### config.mk
export PLATFORM = sky130hd
export DESIGN_NAME = mux16_rr_arbiter
export DESIGN_NICKNAME = d
export VERILOG_FILES = /design/src/rtl/mux16_rr_arbiter.sv
export SDC_FILE = /design/constraint.sdc
export NUM_CORES = 1
export LEC_CHECK = 0
export ABC_AREA = 1
export ABC_CLOCK_PERIOD_IN_PS = 3550
export BUFFER_PORTS_ARGS = -buffer_cell sky130_fd_sc_hd__buf_2
export CORE_MARGIN = 1.5
export CORE_UTILIZATION = 50
export CTS_BUF_LIST = sky130_fd_sc_hd__clkbuf_8
export DETAILED_ROUTE_END_ITERATION = 16
export PLACE_DENSITY = 0.74
export SETUP_SLACK_MARGIN = 0.15
export SYNTH_ARGS = -nofsm -noshare
export SYNTH_HDL_FRONTEND = slang
export SYNTH_SLANG_ARGS = --single-unit
### constraint.sdc
create_clock -name clk -period 3.55 [get_ports clk]
set_input_delay 0.1775 -clock clk [delete_from_list [all_inputs] [get_ports clk]]
set_output_delay 0.1775 -clock clk [all_outputs]
set_load 0.02 [all_outputs]
### src/rtl/mux16_rr_arbiter.sv
// mux16_rr_arbiter
// Round-robin arbiter for a 16:1 single-bit mux path. A requester is picked
// in IDLE by a circular search that starts at the round-robin pointer. It
// holds the path in BUSY until it signals done or drops its request. Every
// release is followed by exactly one IDLE cycle. After a release the pointer
// moves to the slot just past the released grantee.
//
// Optional feature, selected by the macro MUX16_ARB_TIMEOUT_EN:
//   defined     - a BUSY-cycle counter forces a release once a grant has
//                 lasted TIMEOUT_CYC cycles.
//   not defined - there is no counter, and a grant lasts until done or until
//                 req[sel] drops.
module mux16_rr_arbiter #(
  parameter int unsigned TIMEOUT_CYC = 16
) (
  input  logic        clk,
  input  logic        rst,
  input  logic [15:0] req,
  input  logic        done,
  input  logic [15:0] a,
  output logic [3:0]  sel,
  output logic [15:0] gnt,
  output logic        gnt_valid,
  output logic        y
);

  typedef enum logic [0:0] {
    IDLE = 1'b0,
    BUSY = 1'b1
  } state_t;

  state_t      state_q;
  logic [3:0]  ptr_q;
  logic [3:0]  sel_q;
  logic [15:0] gnt_q;
  logic        gnt_valid_q;

  logic [3:0]  pick_d;
  logic [3:0]  idx_s;
  logic        any_req_s;
  logic        release_s;
  logic        timeout_hit_s;

  // A zero timeout would make a grant impossible to hold, so reject it at elaboration
  if (TIMEOUT_CYC < 32'd1) begin : g_bad_timeout
    $error("mux16_rr_arbiter: TIMEOUT_CYC must be at least 1");
  end

`ifdef MUX16_ARB_TIMEOUT_EN
  localparam int unsigned CNT_W = $clog2(TIMEOUT_CYC + 32'd1);
  logic [CNT_W-1:0] busy_cnt_q;

  // The current BUSY cycle is the last one allowed once TIMEOUT_CYC-1 cycles have gone by
  always_comb begin
    timeout_hit_s = (busy_cnt_q == CNT_W'(TIMEOUT_CYC - 32'd1));
  end

  // BUSY-cycle counter: it clears when a grant is issued and advances on every BUSY cycle
  always_ff @(posedge clk or posedge rst) begin
    if (rst) begin
      busy_cnt_q <= '0;
    end else if (state_q == IDLE) begin
      busy_cnt_q <= '0;
    end else begin
      busy_cnt_q <= busy_cnt_q + CNT_W'(1);
    end
  end
`else
  // Without the timeout feature a grant ends only on done or a dropped request
  always_comb begin
    timeout_hit_s = 1'b0;
  end
`endif

  // Circular search from ptr_q. The loop runs from the far end toward ptr_q, so the nearest requester is written last and wins
  always_comb begin
    pick_d    = ptr_q;
    idx_s     = ptr_q;
    any_req_s = |req;
    for (int k = 15; k >= 0; k--) begin
      idx_s = ptr_q + 4'(k);
      if (req[idx_s]) begin
        pick_d = idx_s;
      end else begin
        pick_d = pick_d;
      end
    end
  end

  // Release the path on done, on a dropped grantee request or on timeout. When several happen together this is still one release.
  always_comb begin
    release_s = done | ~req[sel_q] | timeout_hit_s;
  end

  // Arbitration FSM; every output is registered here
  always_ff @(posedge clk or posedge rst) begin
    if (rst) begin
      state_q     <= IDLE;
      ptr_q       <= 4'd0;
      sel_q       <= 4'd0;
      gnt_q       <= 16'h0000;
      gnt_valid_q <= 1'b0;
    end else begin
      case (state_q)
        IDLE: begin
          if (any_req_s) begin
            state_q     <= BUSY;
            sel_q       <= pick_d;
            gnt_q       <= 16'h0001 << pick_d;
            gnt_valid_q <= 1'b1;
          end else begin
            state_q     <= IDLE;
            gnt_q       <= 16'h0000;
            gnt_valid_q <= 1'b0;
          end
        end
        BUSY: begin
          if (release_s) begin
            state_q     <= IDLE;
            gnt_q       <= 16'h0000;
            gnt_valid_q <= 1'b0;
            ptr_q       <= sel_q + 4'd1;
          end else begin
            state_q     <= BUSY;
          end
        end
        default: begin
          state_q     <= IDLE;
          gnt_q       <= 16'h0000;
          gnt_valid_q <= 1'b0;
        end
      endcase
    end
  end

  assign sel       = sel_q;
  assign gnt       = gnt_q;
  assign gnt_valid = gnt_valid_q;

  // Mux output. It is forced low whenever no grant is active, and that includes reset.
  always_comb begin
    y = a[sel_q] & gnt_valid_q;
  end

endmodule

After elaboration in Yosys (flattened, before gate mapping) --
Cells that the tools add are included.
Storage, ports and cells: register bits 26, word-level logic and storage cells 107, input port bits 35
Operators by class: $add $sub $neg 16, reduce and logical (&&, ||, !) cells 3, bitwise logic cells 4, shifts and indexed selects 1, multiplexer cells 60, magnitude comparators 17, equal/unequal tests 1
Operators by type and width (number):
- < comparator 4 x 5 -> 1 bit, second input constant | 17
- binary-select mux 1 bit (select 4 bit) | 18
- two-way mux 4 bit | 16
- adder 4 bit, second input constant | 8
- two-way mux 16 bit | 2
- one-hot mux 16 bit (2 select lines) | 1
- two-way mux 1 bit | 21
- adder 4 x 3 -> 4 bit, second input constant | 4
- OR reduction 16 bit | 1
- << shifter 1 x 4 -> 16 bit, first input constant | 1
- adder 4 x 1 -> 4 bit, second input constant | 2
- adder 4 x 2 -> 4 bit, second input constant | 2
- one-hot mux 1 bit (2 select lines) | 2
- AND reduction 2 bit | 2
- != test 2 x 1 -> 1 bit, second input constant | 1
- NOT 1 bit | 2
- AND 1 bit | 1
- OR 1 bit | 1

Depth between registers and ports, before layout --
depth in word-level cells 22, mapped depth 32, gate-level depth less buffers 30

Worst setup path after synthesis --
OpenSTA, ideal clock, no wires.
path type reg2reg, start reg ptr_q[1], end reg gnt_q[10], in the netlist gnt[10], required time 3.433 ns, data arrival time 2.814 ns, cell stages (with the launch flop) 29, clock period less this slack 2.932 ns, slack 0.618 ns, cells stage by stage dfrtp_1 -> inv_1 -> buf_2 -> ha_1 -> inv_1 -> buf_2 -> nand3_1 -> nand3_1 -> nand3_2 -> nand2_1 -> nand2_1 -> nand3_1 -> nand2_1 -> nand2_1 -> nand2_1 -> nand2_1 -> nand2_1 -> nand2_1 -> nand2_1 -> nand2_1 -> nand2_1 -> nand2_1 -> nand2_1 -> nand2_1 -> nand2_2 -> a21oi_1 -> nor2_4 -> nand3_1 -> nand2_1
On the way: cells in the longest elaborated chain, start to end 22
Ends and longest elaborated chain:
- start: declaration | line 33 | logic [3:0] ptr_q;
- start signal: assignment | line 122 | ptr_q <= sel_q + 4'd1;
- adder 4 bit | line 81 | idx_s = ptr_q + 4'(k);
- binary-select mux 1 bit (select 4 bit) | line 82 | if (req[idx_s]) begin
- two-way mux 1 bit (not written as such) | line 82
- two-way mux 4 bit (15 in series) | line 82
- two-way mux 4 bit * | line 82
- << shifter 1 x 4 -> 16 bit * | line 109 | gnt_q <= 16'h0001 << pick_d;
- two-way mux 16 bit * | line 106 | if (any_req_s) begin
- one-hot mux 16 bit (2 select lines) * | line 104 | case (state_q)
- end signal: assignment | line 109
- end: declaration | line 35 | logic [15:0] gnt_q;
Mark *: on every way between the ends. The rest lies on a longest branch, timed or not. The select of a mux whose other input is x is not followed. A chain may end at the register's enable or synchronous reset.

Worst setup path after layout --
start reg ptr_q[0], end reg gnt_q[13], in the netlist gnt[13]
Same word-level chain as after synthesis.

==> run summary <==
The flow ran to the end, and the final reports show no timing, DRC or antenna violations. TritonCTS created 3 clock buffers. The number of nets in the synthesized netlist is 586.

For this configuration, the core starts out at a cell density of 52.8%. The maximum net fanout on the critical path was 18; the top cell type's share of synthesized area was 23.2%. For the placed instance area, the log shows 3520 sq um. The finished cells cover 3630 sq um. The root buffer selected by CTS was clkbuf_8. In this run the register-to-register setup slack is 0.45 ns. The number of vias per cell works out to 5.49.

Setup repair after global routing left no endpoint under its margin. The category of the worst setup path capture point is a flop. Counting I/O delays and the setup requirement, the final critical path takes 3.10 ns. Full die area: 6890 sq um. Synthesis produced a netlist whose cell count is 543. Delay of the slowest cell on the worst path: 0.44 ns. The mapped netlist covers 3200 sq um. The critical path in this run is classified as reg -> reg. Timing would allow up to 0.323 GHz. Among all stages on the critical path, the largest delay is contributed by dfrtp_1. The tools report the number of pins exceeding their max-slew limit in the final report as 0. The clock latency on the worst-skew pair was 0.27 ns; the post-detailed-route wirelength per cell was 14.3 microns. Maximum level of the CTS H-tree: 1. The clock drives 26 sinks. Total number of placement rows: 28. The run gives 0.00339 ns as the final clock skew.

Together, buffers and inverters on the worst path number 2. Number of hold violations in the final report: 0. The final setup violation count is 0. Arrival time at the worst endpoint: 3.31 ns. The fraction of layout instances using a drive strength above 1 is 22.5%, and the total negative setup slack is 0 ns. The run gives 3474 as the via count of the first global-routing pass.

The number of DRC violations after detailed-routing iteration 0 came out at 322. The tools report the first-pass GRT wire length as 15.8 mm. The worst register-to-register path ends at gnt[13]. During synthesis, Yosys emitted a total of 0 warnings. Entering global routing, the biggest net connects 27 pins. Averaged over all synthesized cells, the footprint is 5.89 sq um. The clock passes through at most 2 buffers. After filler insertion, the fill cell instance count of the layout stands at 616.

In the routed design, unresolved DRC markers number 0. The clock transition time at the flip-flop clock pins of the worst setup and hold paths was 0.08 ns. The run gives 0 as the count of antenna diodes in the layout. In this run the tightest slew margin relative to its limit is 36.2%. The number of different library cells used by synthesis comes to 35.

Summed over all layers, the routed wires come to 9.65 mm. Placer congestion estimate: 0.973. Across the run, the number of max-cap violations was 0.

The overall die height came out at 83.0 microns. The via count of the routed design was 3700. The biggest area contributor in the post-synthesis netlist is nand2_1. After the last flow step, the layout net total stands at 644. The count of nets left with antenna violations once routing finished came out at 0. TritonCTS built the clock tree. Before antenna repair, the detailed router went through 5 iterations.

The count of cells along the worst register-to-register path came out at 27. In the synthesized netlist the dominant register cell turns out to be dfrtp_1. The cell occurring most often along the worst timing path was nand2_1. The die is 83.0 microns wide. The share of synthesized area occupied by flip-flops and latches is 20.3%. For the I/O pin count, the log shows 57. The worst setup path is launched from a flop. Cell family with the largest share of critical-path delay: simple AND/OR/NAND/NOR gates. Yosys instantiated no cell more often than nand2_1. The share of synthesized registers carrying an async set or reset came out at 100%. The number of synthesized flops with an enable pin is 0, and the total of flip-flops plus latches after synthesis is 26. The total overflow left after global routing is 0. The final worst-path cycle share works out to 87.3%. After synthesis, the most frequently instantiated cells are 198 x nand2_1, 86 x nand3_1, 46 x inv_1. The transition time at the pin with the least slew margin was 0.956 ns; the global-route usage over all layers was 27.6%.

The worst register-to-register path begins at ptr_q[0]. By area the synthesized netlist is led by nand2_1 23%, dfrtp_1 20%, nand3_1 13%. Relative to the synthesized area, the layout overhead comes to 13.5%. The total area inside the core boundary comes to 6060 sq um. Worst hold-check path type: in -> async. The total of buffers placed on input and output ports came out at 56. STA puts the critical path data required time at 3.76 ns. Initial antenna violation count: 0.

Detailed placement finished with a half-perimeter wire length of 7.24 mm.
## cell families after synthesis
family                     share of synthesized area (%)
adders and majority gates                           3.13
xor gates and xnor gates                            3.13
DFF                                                 20.3
buffers and inverters                               10.9
and+or+nand+nor                                     49.3
AOI/OAI and AO/OA                                   13.3
## layer usage
| layer | wire [microns] | global-route usage, % | share of wire, % | vias to the layer above |
|---|---|---|---|---|
| li1 | - | - | - | 1870 |
| met1 | 4310 | 37.1 | 45 | 1656 |
| met2 | 4570 | 45.7 | 47 | 143 |
| met3 | 514 | 2.09 | 5.3 | 31 |
| met4 | 251 | 11.7 | 2.6 | 0 |
| met5 | 0 | 0 | 0 | - |
## flip-flops by register name, indices dropped and copies added, names as in the netlist
register and cells:
gnt 16, state_q 1, gnt_valid 1, sel 4, ptr_q 4
## worst max path at each step
stage	startpoint	to	slack, ns	cells after the start
5_1_grt	ptr_q[0]	gnt[6]	0.14	28
2_1_floorplan	ptr_q[1]	gnt[10]	0.62	28
3_3_place_gp	ptr_q[0]	gnt[12]	0.27	17
3_5_place_dp	ptr_q[0]	gnt[8]	0.29	27
6_report	ptr_q[0]	gnt[13]	0.45	27
4_1_cts	ptr_q[0]	gnt[13]	0.26	27
## layout by cell type, fill, tap and decap left out
| cell | instances |
|---|---|
| a21o_1 | 1 |
| a21oi_1 | 40 |
| a21oi_4 | 1 |
| buf_2 | 56 |
| buf_4 | 10 |
| buf_6 | 2 |
| clkbuf_8 | 3 |
| clkinv_1 | 1 |
| clkinvlp_2 | 1 |
| clkinvlp_4 | 1 |
| dfrtp_1 | 26 |
| ha_1 | 7 |
| ha_2 | 1 |
| inv_1 | 44 |
| inv_2 | 15 |
| inv_6 | 1 |
| nand2_1 | 198 |
| nand2_2 | 20 |
| nand2_4 | 6 |
| nand3_1 | 86 |
| nand3_2 | 7 |
| nand4_1 | 1 |
| nor2_1 | 20 |
| nor2_2 | 2 |
| nor2_4 | 3 |
| nor4_1 | 2 |
| o211ai_1 | 1 |
| o21a_1 | 1 |
| o21ai_0 | 24 |
| o21ai_1 | 3 |
| o21ai_2 | 2 |
| o221ai_1 | 4 |
| o22ai_1 | 1 |
| xnor2_1 | 1 |
| xnor2_4 | 1 |
| xor2_1 | 3 |
| xor2_2 | 3 |
## layout make-up
type | count | area [sq um] | share of cell area [%]
timing repair buffer | 68 | 378 | 10.4
inverter | 62 | 241 | 6.65
multi-input combinational | 439 | 2220 | 61.2
clock buffer | 3 | 41.3 | 1.14
tap | 75 | 93.8 | 2.58
sequential | 26 | 651 | 17.9
timing repair inverter | 1 | 5.00 | 0.138
## worst reg2reg max path: stages, from the launching register on
cell and delay, ns:
dfrtp_1 0.44, inv_6 0.11, ha_2 0.40, buf_6 0.19, nand3_1 0.14, nand3_1 0.15, nand3_2 0.11, nand2_1 0.15
nand2_1 0.07, nand3_1 0.07, nand2_1 0.06, nand2_1 0.06, nand2_1 0.05, nand2_1 0.07, nand2_1 0.05, nand2_1 0.06
nand2_1 0.04, nand2_1 0.05, nand2_1 0.04, nand2_1 0.05, nand2_1 0.06, nand2_1 0.07, nand2_2 0.06, nand2_2 0.08
nand2_4 0.09, nor2_4 0.15, nand3_1 0.10, nand2_1 0.08
## metrics by stage
| step | setup WS [ns] | util (%) | hold WS, ns | cells |
|---|---|---|---|---|
| 2_1_floorplan | 0.618 | - | 0.218 | 543 |
| 3_3_place_gp | 0.270 | 58.0 | 0.434 | 665 |
| 3_5_place_dp | 0.291 | 58.0 | 0.438 | 665 |
| 4_1_cts | 0.258 | 58.7 | 0.145 | 668 |
| 5_1_grt | 0.140 | 60.0 | 0.196 | 674 |
| 6_report | 0.451 | 60.0 | 0.112 | 674 |
## timing repair
item                                    4_1_cts  5_1_grt
resized for setup                             0        8
setup buffers                                 0        5
endpoints found under the setup margin        0       19
hold buffers                                  0        0
Power is not shown: default switching activity piles up to over one toggle a cycle in this logic, so the estimate is an artifact.
